### src/rtl/core_pkg.sv
// Shared encodings for the EX issue controller: operand-2 select, forwarding
// select, multi-cycle FSM states and the shadow-stage record.
package core_pkg;

  localparam logic [1:0] ALU_SRC2_REG  = 2'b00;
  localparam logic [1:0] ALU_SRC2_IMM  = 2'b01;
  localparam logic [1:0] ALU_SRC2_FOUR = 2'b10;

  localparam logic [1:0] FWD_RF    = 2'b00;
  localparam logic [1:0] FWD_EXMEM = 2'b01;
  localparam logic [1:0] FWD_MEMWB = 2'b10;

  typedef enum logic {
    ST_RUN     = 1'b0,
    ST_MC_BUSY = 1'b1
  } mc_state_e;

  typedef struct packed {
    logic [4:0] rd;
    logic       reg_write;
    logic       mem_read;
  } stage_info_t;

  // Link instructions need the constant 4 even when an immediate is present.
  function automatic logic [1:0] alu_src2_sel(input logic pc_link, input logic use_imm);
    logic [1:0] sel;
    if (pc_link) begin
      sel = ALU_SRC2_FOUR;
    end else if (use_imm) begin
      sel = ALU_SRC2_IMM;
    end else begin
      sel = ALU_SRC2_REG;
    end
    return sel;
  endfunction

endpackage

### src/rtl/ex_fwd_unit.sv
// Forwarding select for one source operand: EX/MEM beats MEM/WB, x0 never forwards.
module ex_fwd_unit
  import core_pkg::*;
(
  input  logic [4:0] src,
  input  logic [4:0] ex_rd,
  input  logic       ex_reg_write,
  input  logic [4:0] mem_rd,
  input  logic       mem_reg_write,
  output logic [1:0] fwd
);

  // Priority compare of the source against the two younger-than-WB producers
  always_comb begin
    fwd = FWD_RF;
    if (src == 5'd0) begin
      fwd = FWD_RF;
    end else if (ex_reg_write && (ex_rd == src)) begin
      fwd = FWD_EXMEM;
    end else if (mem_reg_write && (mem_rd == src)) begin
      fwd = FWD_MEMWB;
    end else begin
      fwd = FWD_RF;
    end
  end

endmodule

### src/rtl/ex_issue_ctrl.sv
// ID->EX issue control: operand-select/forwarding registers, load-use bubble,
// and the multi-cycle hold FSM with a sticky timeout flag.
module ex_issue_ctrl
  import core_pkg::*;
#(
  parameter int MC_TIMEOUT = 64,
  parameter int CNT_W      = 7
) (
  input  logic       clk,
  input  logic       rst_n,
  input  logic       id_valid,
  input  logic [4:0] id_rs1,
  input  logic [4:0] id_rs2,
  input  logic       id_useRs1,
  input  logic       id_useRs2,
  input  logic [4:0] id_rd,
  input  logic       id_regWrite,
  input  logic       id_memRead,
  input  logic       id_isMulti,
  input  logic       id_useImm,
  input  logic       id_pcLink,
  input  logic       ex_mcDone,
  output logic       stall_if_id,
  output logic       bubble_ex,
  output logic [1:0] aluSrc2,
  output logic [1:0] fwdA,
  output logic [1:0] fwdB,
  output logic       mcStart,
  output logic       mcErr
);

  mc_state_e        state_r, state_s;
  logic [CNT_W-1:0] cnt_r;
  stage_info_t      ex_q_r, id_info_s;
  logic [4:0]       mem_rd_r;
  logic             mem_reg_write_r;
  logic             freeze_s, hazard_s, start_s, timeout_s;
  logic [1:0]       src2_s, fwd_a_s, fwd_b_raw_s, fwd_b_s;
  logic [1:0]       alu_src2_r, fwd_a_r, fwd_b_r;
  logic             mc_start_r, mc_err_r;

  ex_fwd_unit u_fwd_a (
    .src(id_rs1), .ex_rd(ex_q_r.rd), .ex_reg_write(ex_q_r.reg_write),
    .mem_rd(mem_rd_r), .mem_reg_write(mem_reg_write_r), .fwd(fwd_a_s)
  );

  ex_fwd_unit u_fwd_b (
    .src(id_rs2), .ex_rd(ex_q_r.rd), .ex_reg_write(ex_q_r.reg_write),
    .mem_rd(mem_rd_r), .mem_reg_write(mem_reg_write_r), .fwd(fwd_b_raw_s)
  );

  // Issue decisions; the done cycle already releases the pipe so the waiting ID op is not lost
  always_comb begin
    id_info_s = '0;
    if (id_valid) begin
      id_info_s = '{rd: id_rd, reg_write: id_regWrite, mem_read: id_memRead};
    end else begin
      id_info_s = '0;
    end
    freeze_s  = (state_r == ST_MC_BUSY) && !ex_mcDone;
    hazard_s  = !freeze_s && id_valid && ex_q_r.mem_read && (ex_q_r.rd != 5'd0) &&
                ((id_useRs1 && (id_rs1 == ex_q_r.rd)) || (id_useRs2 && (id_rs2 == ex_q_r.rd)));
    start_s   = !freeze_s && !hazard_s && id_valid && id_isMulti;
    timeout_s = freeze_s && (cnt_r == CNT_W'(MC_TIMEOUT - 1));
    src2_s    = alu_src2_sel(id_pcLink, id_useImm);
    fwd_b_s   = (src2_s == ALU_SRC2_REG) ? fwd_b_raw_s : FWD_RF;
  end

  // FSM next-state
  always_comb begin
    state_s = state_r;
    case (state_r)
      ST_RUN: begin
        if (start_s) begin
          state_s = ST_MC_BUSY;
        end else begin
          state_s = ST_RUN;
        end
      end
      ST_MC_BUSY: begin
        if (ex_mcDone) begin
          state_s = start_s ? ST_MC_BUSY : ST_RUN;
        end else if (timeout_s) begin
          state_s = ST_RUN;
        end else begin
          state_s = ST_MC_BUSY;
        end
      end
      default: state_s = ST_RUN;
    endcase
  end

  // FSM state register and busy-cycle counter
  always_ff @(posedge clk or negedge rst_n) begin
    if (!rst_n) begin
      state_r <= ST_RUN;
      cnt_r   <= '0;
    end else begin
      state_r <= state_s;
      if (start_s) begin
        cnt_r <= '0;
      end else if (state_r == ST_MC_BUSY) begin
        cnt_r <= cnt_r + CNT_W'(1);
      end
    end
  end

  // Shadow EX/MEM stages mirroring what id_ex and ex_mem hold
  always_ff @(posedge clk or negedge rst_n) begin
    if (!rst_n) begin
      ex_q_r          <= '0;
      mem_rd_r        <= 5'd0;
      mem_reg_write_r <= 1'b0;
    end else if (!freeze_s) begin
      ex_q_r          <= hazard_s ? '0 : id_info_s;
      mem_rd_r        <= ex_q_r.rd;
      mem_reg_write_r <= ex_q_r.reg_write;
    end
  end

  // EX-side select registers; a bubble or empty slot selects regfile/reg
  always_ff @(posedge clk or negedge rst_n) begin
    if (!rst_n) begin
      alu_src2_r <= ALU_SRC2_REG;
      fwd_a_r    <= FWD_RF;
      fwd_b_r    <= FWD_RF;
      mc_start_r <= 1'b0;
      mc_err_r   <= 1'b0;
    end else begin
      mc_start_r <= start_s;
      mc_err_r   <= mc_err_r | timeout_s;
      if (freeze_s) begin
        alu_src2_r <= alu_src2_r;
      end else if (hazard_s || !id_valid) begin
        alu_src2_r <= ALU_SRC2_REG;
        fwd_a_r    <= FWD_RF;
        fwd_b_r    <= FWD_RF;
      end else begin
        alu_src2_r <= src2_s;
        fwd_a_r    <= fwd_a_s;
        fwd_b_r    <= fwd_b_s;
      end
    end
  end

  assign stall_if_id = freeze_s | hazard_s;
  assign bubble_ex   = hazard_s;
  assign aluSrc2     = alu_src2_r;
  assign fwdA        = fwd_a_r;
  assign fwdB        = fwd_b_r;
  assign mcStart     = mc_start_r;
  assign mcErr       = mc_err_r;

endmodule

### config.mk
export PLATFORM = sky130hd
export DESIGN_NAME = ex_issue_ctrl
export DESIGN_NICKNAME = d
export VERILOG_FILES = /design/src/rtl/core_pkg.sv /design/src/rtl/ex_fwd_unit.sv /design/src/rtl/ex_issue_ctrl.sv
export SDC_FILE = /design/constraint.sdc
export NUM_CORES = 1
export LEC_CHECK = 0
export ABC_CLOCK_PERIOD_IN_PS = 2900
export CORE_MARGIN = 2
export CORE_UTILIZATION = 40
export DETAILED_ROUTE_END_ITERATION = 16
export HOLD_SLACK_MARGIN = 0.15
export PLACE_DENSITY = 0.66
export SYNTH_ARGS = -nofsm -noshare
export SYNTH_HDL_FRONTEND = slang
export SYNTH_SLANG_ARGS = --single-unit
### constraint.sdc
create_clock -name clk -period 2.9 [get_ports clk]
set_input_delay 0.29 -clock clk [delete_from_list [all_inputs] [get_ports clk]]
set_output_delay 0.29 -clock clk [all_outputs]
set_load 0.02 [all_outputs]
==> results, run 1 <==
- The placeable core region is 3660 um2.
- The global-route wire length before repair is 6.18 mm.
- The mean instance size in the synthesized netlist is around 10 um2.
- For flop-to-flop paths, the worst setup slack is approximately 1 ns.
- The number of cells on the worst reg-to-reg path is 6.
- The number of vias after detailed routing is 1,272.
- Setup total negative slack on the finished layout was measured at 0 ns.
- Of the available clock period, the critical path in the final layout requires 92.9%.
- The worst path meets setup with between 0.2 and 0.25 ns of slack.
- The startpoint class of the critical path is an input pin.
- The worst-case clock skew is 0.00830 ns.
- The number of cells upsized or downsized after cts is 0.
- The count of buffers from port buffering is 35.
- The number of vias per cell is 5.28.
- Setup repair after global routing left no endpoint under its margin.
- The number of hold buffers added after CTS is 0.
- After floorplanning, the core was divided into 22 placement rows.
- The clock insertion delay at the later pin of the skew report is around 0.28 ns.
- The initial core utilization is between 40% and 50%.
- Once detail routing completed, the nets flagged for antenna violations numbered 0.
- Measured against its own limit, the worst slew margin works out to 59.8%.
- Across every metal layer, demand over resource in global routing totals between 10% and 20%.
- The area after detailed placement is roughly 1900 um2.
- The run finished with clean final reports.
- The data arrival time of the critical path is between 2 and 2.5 ns.
- The destination of the worst register-to-register timing path is ex_q_r[5].
- Based on the critical path, the design can be clocked at up to around 370 MHz.
- In the final layout, the share of cells above drive strength 1 is under 10%.
- Summing all non-filler instances in the final layout gives an area of ~2000 um2.
- The number of maximum-capacitance constraint violations is 0.
- The number of diodes is 0.
- The clock tree synthesis step divided the H-tree into 2 levels.
- The worst setup path is captured at an output pin.
- The number of warning messages in the yosys log is 0.
- At the end of routability-driven placement, the weighted congestion stood at 0.873.
- For this run, design rule violations remaining after detail routing come to 0.
- In the final routed layout, each cell accounts on average for about 15 um.
- The worst-case IR drop observed on VDD is ~0.00033 V.
- The cell with the biggest individual delay on the critical path is sky130_fd_sc_hd__clkdlybuf4s50_1.
- The HPWL after detailed placement is approximately 2.6 mm.
- The count of pins over their slew limit came to 0.
- From synthesis to final layout, the design area changed by 33.4%.
- The ratio of total power to cell area is 562 nW/um2.
- The global-route congestion overflow total is 0.
- When the netlist entered floorplanning its net count stood at 180.
- Pin placement for this block handled 36 I/O pins.
- After detailed placement, the design holds a cell count of about 230.
- The violation count after the first detailed-routing iteration is 81.
- Sequential elements use between 40% and 50% of the synthesized area.
- Post-CTS timing repair inserted 0 buffers for setup.
- The total routed wirelength is 3.66 mm.
- The floorplan step set the die width to 65.7 um.
- The share of the synthesized area in the top cell type is between 40 and 50%.
- The total standard cell area after synthesis is 1520 um2.
- The initial antenna violation count is 0.
- The final instance count without filler cells is between 200 and 250.
- Ranked by total cell area, the synthesized netlist is headed by sky130_fd_sc_hd__dfrtp_1, sky130_fd_sc_hd__xnor2_1, sky130_fd_sc_hd__nand2_1.
- For the finished layout, the period the worst path requires is approximately 2.7 ns.
- The slew at the pin closest to its max-slew limit is roughly 0.59 ns.
- The type of the setup path with the least slack is in2out.
- Summed over all cells, the static leakage comes to ~0.84 nW.
- The cell at the root of the clock tree is sky130_fd_sc_hd__clkbuf_8.
- Entering global routing, the biggest net connects 30 pins.
- The pre-CTS worst setup slack is between 0.2 and 0.25 ns.
- The post-synthesis cell type count is 32.
- Counting the buffers created by CTS gives 5.
- Counting every sink on the clock net gives 29.
- Total power for the finished layout comes to 0.00114 W.
- The final setup violation count is 0.
- The clock passes through at most 2 buffers.
- The worst register-to-register path begins at ex_q_r[4].
- At the end of the flow, the number of nets in the layout was 219.
- The clock transition at the registers of the reported paths is 0.07 ns.
- The number of synthesized register bits is 29.
- The most common cell type on the critical path is sky130_fd_sc_hd__clkdlybuf4s50_1.
- The most area-hungry cell type in the Yosys netlist is sky130_fd_sc_hd__dfrtp_1.
- Along the worst path, the maximum fanout reaches 3.
- The overall die height is approximately 66 um.
- TritonCTS built the clock tree.
- The number of global-route vias before repair was about 1,300.
- The total iterations of the first detailed-routing run is 4.
- The count of buffer and inverter cells on the critical path is 2.
- The largest single stage delay on the critical path is 0.63 ns.
- The hold violation count in the final report came to 0.
- Traced cell by cell, the critical path runs through clkdlybuf4s50_1, xnor2_1, nand3_1, o22a_1, or2_1, o21ai_0, clkdlybuf4s50_1.
- The required time reported for the critical path endpoint is between 2 and 3 ns.
- The worst hold path belongs to the class in2async.
- After technology mapping, the gate count stands at 153.
- The kind of cell with the highest combined delay on the critical path is buffers and inverters.
- The die covers roughly 4300 um2.
## cells by family after synthesis
group | after synthesis | synth area share [%]
simple gates | 59 | 17.8
flops | 29 | 47.7
compound gates | 28 | 14.2
xor+xnor | 26 | 15.0
buf+inv | 9 | 3.86
mux | 1 | 0.657
fa+ha+maj | 1 | 0.822
## stage by stage
stage	util, %	hold slack (ns)
floorplan	-	-0.00559
global placement	52.3	0.457
detailed placement	52.3	0.458
CTS	55.5	0.397
global route	55.5	0.418
finish	55.5	0.391
## area by class of cell
cell class | count | area, um2
sequential | 29 | 726
tap | 48 | 60.1
multi-input combinational | 115 | 738
timing repair buffer | 40 | 388
fill | 324 | 1630
inverter | 1 | 3.75
clock buffer | 7 | 86.3
clock inverter | 1 | 30.0
## cells in the mapped netlist
cell type and n:
sky130_fd_sc_hd__dfrtp_1 29, sky130_fd_sc_hd__nand2_1 27, sky130_fd_sc_hd__xnor2_1 15, sky130_fd_sc_hd__xor2_1 11, sky130_fd_sc_hd__a32o_1 10, sky130_fd_sc_hd__nor2_1 10
sky130_fd_sc_hd__a31oi_1 7, sky130_fd_sc_hd__nand3_1 7, sky130_fd_sc_hd__clkbuf_1 5, sky130_fd_sc_hd__o21ai_0 5, sky130_fd_sc_hd__nand4_1 3, sky130_fd_sc_hd__nand2b_1 2
sky130_fd_sc_hd__nor4_1 2, sky130_fd_sc_hd__or4_1 2, sky130_fd_sc_hd__a2111oi_0 1, sky130_fd_sc_hd__a211o_1 1, sky130_fd_sc_hd__a21oi_1 1, sky130_fd_sc_hd__and2_1 1
sky130_fd_sc_hd__buf_12 1, sky130_fd_sc_hd__buf_2 1, sky130_fd_sc_hd__buf_6 1, sky130_fd_sc_hd__ha_1 1, sky130_fd_sc_hd__inv_1 1, sky130_fd_sc_hd__mux2i_1 1
sky130_fd_sc_hd__nor2b_1 1, sky130_fd_sc_hd__nor3_1 1, sky130_fd_sc_hd__nor4b_1 1, sky130_fd_sc_hd__o21ai_2 1, sky130_fd_sc_hd__o22a_1 1, sky130_fd_sc_hd__o31ai_1 1
sky130_fd_sc_hd__or2_1 1, sky130_fd_sc_hd__or2_2 1
## per-layer routing
layer  routed length (um)  up-vias  global-route usage, %
met2                 1820       31                   28.9
met5                    0        -                      0
met3                  176        2                   6.34
li1                     -      618                      -
met4                   13        0                   5.47
met1                 1650      621                   26.2
## sequential cells by signal (all words and copies together) (netlist names)
register and flops:
state_r 1, cnt_r 7, mem_rd_r 5, aluSrc2 2
mem_reg_write_r 1, mcErr 1, mcStart 1, fwdA 2
fwdB 2, ex_q_r 7
## report_power, final
group | switching [W] | internal [W] | leakage [nW] | total, W
registers | 0.0000538 | 0.000448 | 0.384 | 0.000501
clock network | 0.000153 | 0.000280 | 0.0585 | 0.000432
logic | 0.0000955 | 0.000112 | 0.400 | 0.000207
total | 0.000302 | 0.000839 | 0.843 | 0.00114
## worst max-delay path by stage
stage,cells past startpoint,slack (ns),to,startpoint
after floorplan,7,0.75,stall_if_id,ex_q_r[6]
after global placement,7,0.26,stall_if_id,id_rs1[0]
after detailed placement,7,0.23,stall_if_id,id_rs1[2]
after CTS,7,0.20,stall_if_id,id_rs1[2]
after global routing,7,0.06,stall_if_id,id_rs1[2]
final,7,0.21,stall_if_id,id_rs1[2]
## cell usage in the layout (no fill, tap or decap), drive strengths merged
master         instances
a2111oi                1
a211o                  1
a21oi                  1
a31oi                  7
a32o                  10
and2                   1
buf                    5
bufinv                 1
clkbuf                 7
clkdlybuf4s50         35
dfrtp                 29
ha                     1
inv                    1
mux2i                  1
nand2                 27
nand2b                 2
nand3                  7
nand4                  3
nor2                  10
nor2b                  1
nor3                   1
nor4                   2
nor4b                  1
o21ai                  6
o22a                   1
o31ai                  1
or2                    2
or4                    2
xnor2                 15
xor2                  11
(Power assumes the default switching activity.)
==> run 2, diff against run 1 <==
--- a/config.mk
+++ b/config.mk
@@ -6,6 +6,7 @@
 export NUM_CORES = 1
 export LEC_CHECK = 0
 export ABC_CLOCK_PERIOD_IN_PS = 2900
+export CAP_MARGIN = 15
 export CORE_MARGIN = 2
 export CORE_UTILIZATION = 40
 export DETAILED_ROUTE_END_ITERATION = 16
==> results of run 2 <==
The final DEF is identical to that of run 1; final timing and power are the same.
==> run 3, diff against run 2 <==
--- a/config.mk
+++ b/config.mk
@@ -7,11 +7,11 @@
 export LEC_CHECK = 0
 export ABC_CLOCK_PERIOD_IN_PS = 2900
 export CAP_MARGIN = 15
-export CORE_MARGIN = 2
 export CORE_UTILIZATION = 40
 export DETAILED_ROUTE_END_ITERATION = 16
 export HOLD_SLACK_MARGIN = 0.15
 export PLACE_DENSITY = 0.66
+export SETUP_SLACK_MARGIN = 0.3
 export SYNTH_ARGS = -nofsm -noshare
 export SYNTH_HDL_FRONTEND = slang
 export SYNTH_SLANG_ARGS = --single-unit
==> run 3 against run 2 <==
Compared with the run above: largest cell class unchanged; clock power increased by 2%; global-route usage up 0.42 points; cell count stayed put; non-clock buffer count stayed put; count of clock-buffer cells in the layout decreased by 1; critical endpoint unchanged; critical path type unchanged; flip-flop and latch count stayed put.
==> results, run 3 (synthesized netlist as in run 1, its figures left out) <==
- The highest ir drop seen on vdd is 0.000310 V.
- The longest clock path from root to sink contains 2 buffers.
- The number of vias per cell is 5.35.
- The total overflow left after global routing is 0.
- The design internal power is 0.000838 W.
- Global routing used around 20% of the available tracks across all layers.
- The final-layout worst hold slack is 0.397 ns.
- CTS saw 29 sinks.
- At the worst endpoint, the arrival time is ~2.1 ns.
- Leaving out fill and tap cells, the most frequent cell in the layout is sky130_fd_sc_hd__clkdlybuf4s50_1.
- The number of cells on the worst reg-to-reg path is 6.
- The net switching share of the total power is approximately 27%.
- In this run the clock root is driven by a sky130_fd_sc_hd__clkbuf_8.
- The final setup violation count is 0.
- The floorplan step set the die width to 63.7 um.
- Port buffering added 35 buffers.
- The number of buffers created by CTS is 5.
- STA classifies the critical path startpoint as an input pin.
- The critical path contains buffers and inverters numbering 2 combined.
- The fraction of power consumed by combinational cells is between 10% and 20%.
- The placer's final routability congestion estimate is 0.838.
- For this run, design rule violations remaining after detail routing come to 0.
- Once the floorplan was initialized, standard cells occupied between 40% and 50% of the core.
- The largest single stage delay on the critical path is around 0.54 ns.
- After legalization and detailed placement, the total HPWL measured around 2.6 mm.
- The net count of the finished layout is 219.
- The path class of the lowest-slack min-delay path is in2async.
- On the final layout, the worst clock skew is between 0.004 and 0.005 ns.
- The first detailed-routing pass took 4 iterations.
- The clock insertion delay at the later pin of the skew report is approximately 0.28 ns.
- The violation count after the first detailed-routing iteration is just under 50.
- The H-tree depth is 2.
- The library cells used most frequently in the layout, excluding fill and tap cells, are sky130_fd_sc_hd__clkdlybuf4s50_1, sky130_fd_sc_hd__dfrtp_1, sky130_fd_sc_hd__nand2_1.
- The die covers ~4100 um2.
- From synthesis to final layout, the design area changed by 33.5%.
- The count of cells in the finished layout, fillers not included, comes to 241.
- The hold violation count in the final report is 0.
- The number of maximum-capacitance constraint violations is 0.
- The final critical path takes up slightly above 80% of the cycle.
- The critical path in this run is classified as in2out.
- In the final layout, the share of cells above drive strength 1 is under 10%.
- The count of pins over their slew limit is 0.
- Static timing analysis puts the maximum clock frequency at about 420 MHz.
- Entering global routing, the biggest net connects 30 pins.
- The count of boundary I/O pins is 36.
- The critical-path maximum fanout is 3.
- The CTS tree is yes.
- In the final routed layout, each cell accounts on average for ~15 um.
- The required time reported for the critical path endpoint is between 2 and 3 ns.
- The switching component of the power is 0.000310 W.
- The setup TNS is 0 ns.
- The initial antenna violation count was 0.
- The minimum period implied by the final worst setup slack is around 2.4 ns.
- In this run the power density over the cells is between 500 and 600 nW/um2.
- Setup repair after global routing left no endpoint under its margin.
- The number of antenna diodes in the final layout is 0.
- The portion of total power attributed to the clock network is a little under two fifths.
- The post-placement cell count is 233.
- The flow ran to the end, and the final reports show no timing, DRC or antenna violations.
- The detail route stage leaves a number of antenna-violating nets equal to 0.
- After floorplanning, the core was divided into 22 placement rows.
- The number of hold buffers added after CTS is 0.
- The sort of element at the end of the critical path is an output pin.
- The slew at the pin closest to its max-slew limit is roughly 0.58 ns.
- The number of global-route vias before repair is about 1,300.
- The worst register-to-register path has a setup slack of between 1 and 1.5 ns.
- Of the total power, registers draw a little over two fifths.
- The first global-routing pass estimated 5.82 mm of wire.
- The final-layout fill cell count is about 320.
- The destination of the worst register-to-register timing path is ex_q_r[5].
- The total area inside the core boundary comes to ~3700 um2.
- In this run the static leakage power is 0.850 nW.
- The cell with the biggest individual delay on the critical path is sky130_fd_sc_hd__clkdlybuf4s50_1.
- The overall die height is around 64 um.
- Measured against its own limit, the worst slew margin works out to roughly three fifths.
- Traced cell by cell, the critical path runs through clkdlybuf4s50_1, xnor2_1, nand3_1, o22a_1, or2_1, o21ai_0, dlygate4sd2_1.
- Broken down by cell family, the worst path's largest delay share belongs to buffers and inverters.
- In the final layout, the registers with the most flip-flops are cnt_r: 7 flops, ex_q_r: 7 flops, mem_rd_r: 5 flops.
- Clock-pin slew was measured on the worst setup and hold paths at approximately 0.070 ns.
- The routed design has 3.59 mm of wire.
- The number of vias after detailed routing is between 1,000 and 1,500.
- The startpoint of the worst-slack reg-to-reg timing path is ex_q_r[6].
## run 3: changes by cell type in the layout (fill, tap and decap cells not counted)
cell	before	now
sky130_fd_sc_hd__clkdlybuf4s50_1	35	33
sky130_fd_sc_hd__dlygate4sd2_1	0	2
sky130_fd_sc_hd__clkinvlp_4	0	1
sky130_fd_sc_hd__clkbuf_1	1	0
## run 3: repair_timing
item	4_1_cts	5_1_grt
buffers inserted	0	0
hold endpoints to repair	0	0
gates resized for setup	2	0
endpoints found under the setup margin	2	0
## run 3: how the worst max path moves through the flow
stage	from	endpoint	slack (ns)	depth (start not counted)
5_1_grt	ex_q_r[6]	stall_if_id	0.38	6
3_3_place_gp	id_rs1[4]	stall_if_id	0.25	7
4_1_cts	id_rs1[4]	stall_if_id	0.48	7
6_report	id_rs1[4]	stall_if_id	0.49	7
2_1_floorplan	ex_q_r[6]	stall_if_id	0.75	7
3_5_place_dp	id_rs1[4]	stall_if_id	0.21	7
## run 3: power groups by stage
stage	clock network (W)	logic, W	registers, W
floorplan	0	0.000125	0.000495
global placement	0	0.000200	0.000506
detailed placement	0	0.000209	0.000507
CTS	0.000448	0.000210	0.000500
global route	0.000472	0.000231	0.000510
finish	0.000440	0.000207	0.000501
## run 3: area by class of cell
| cell class | count | area [um2] | area share, % |
|---|---|---|---|
| Multi-Input combinational cell | 115 | 738 | 36.3 |
| Sequential cell | 29 | 726 | 35.7 |
| Timing Repair Buffer | 40 | 385 | 19.0 |
| Clock buffer | 6 | 82.6 | 4.06 |
| Tap cell | 48 | 60.1 | 2.95 |
| Clock inverter | 2 | 37.5 | 1.85 |
| Inverter | 1 | 3.75 | 0.185 |
## run 3: metal layers
layer / global-route usage [%] / share of wire [%] / vias up
li1: - / - / 619
met1: 24.3 / 43 / 624
met2: 29.8 / 49 / 37
met3: 7.07 / 5.3 / 9
met4: 9.66 / 1.9 / 0
met5: 0 / 0 / -
## run 3: metrics by stage
stage,total power [W],setup slack (ns),utilization (%),instance area (um2)
2_1_floorplan,0.000620,0.753,-,1520
3_3_place_gp,0.000705,0.254,52.3,1920
3_5_place_dp,0.000717,0.213,52.3,1920
4_1_cts,0.00116,0.477,55.5,2030
5_1_grt,0.00121,0.385,55.5,2030
6_report,0.00115,0.494,55.5,2030
## run 3: worst register-to-register path, stage by stage (launching register included)
cell	delay, ns
sky130_fd_sc_hd__dfrtp_1	0.46
sky130_fd_sc_hd__xnor2_1	0.22
sky130_fd_sc_hd__nand3_1	0.12
sky130_fd_sc_hd__o22a_1	0.25
sky130_fd_sc_hd__or2_1	0.25
sky130_fd_sc_hd__buf_4	0.21
sky130_fd_sc_hd__a32o_1	0.27
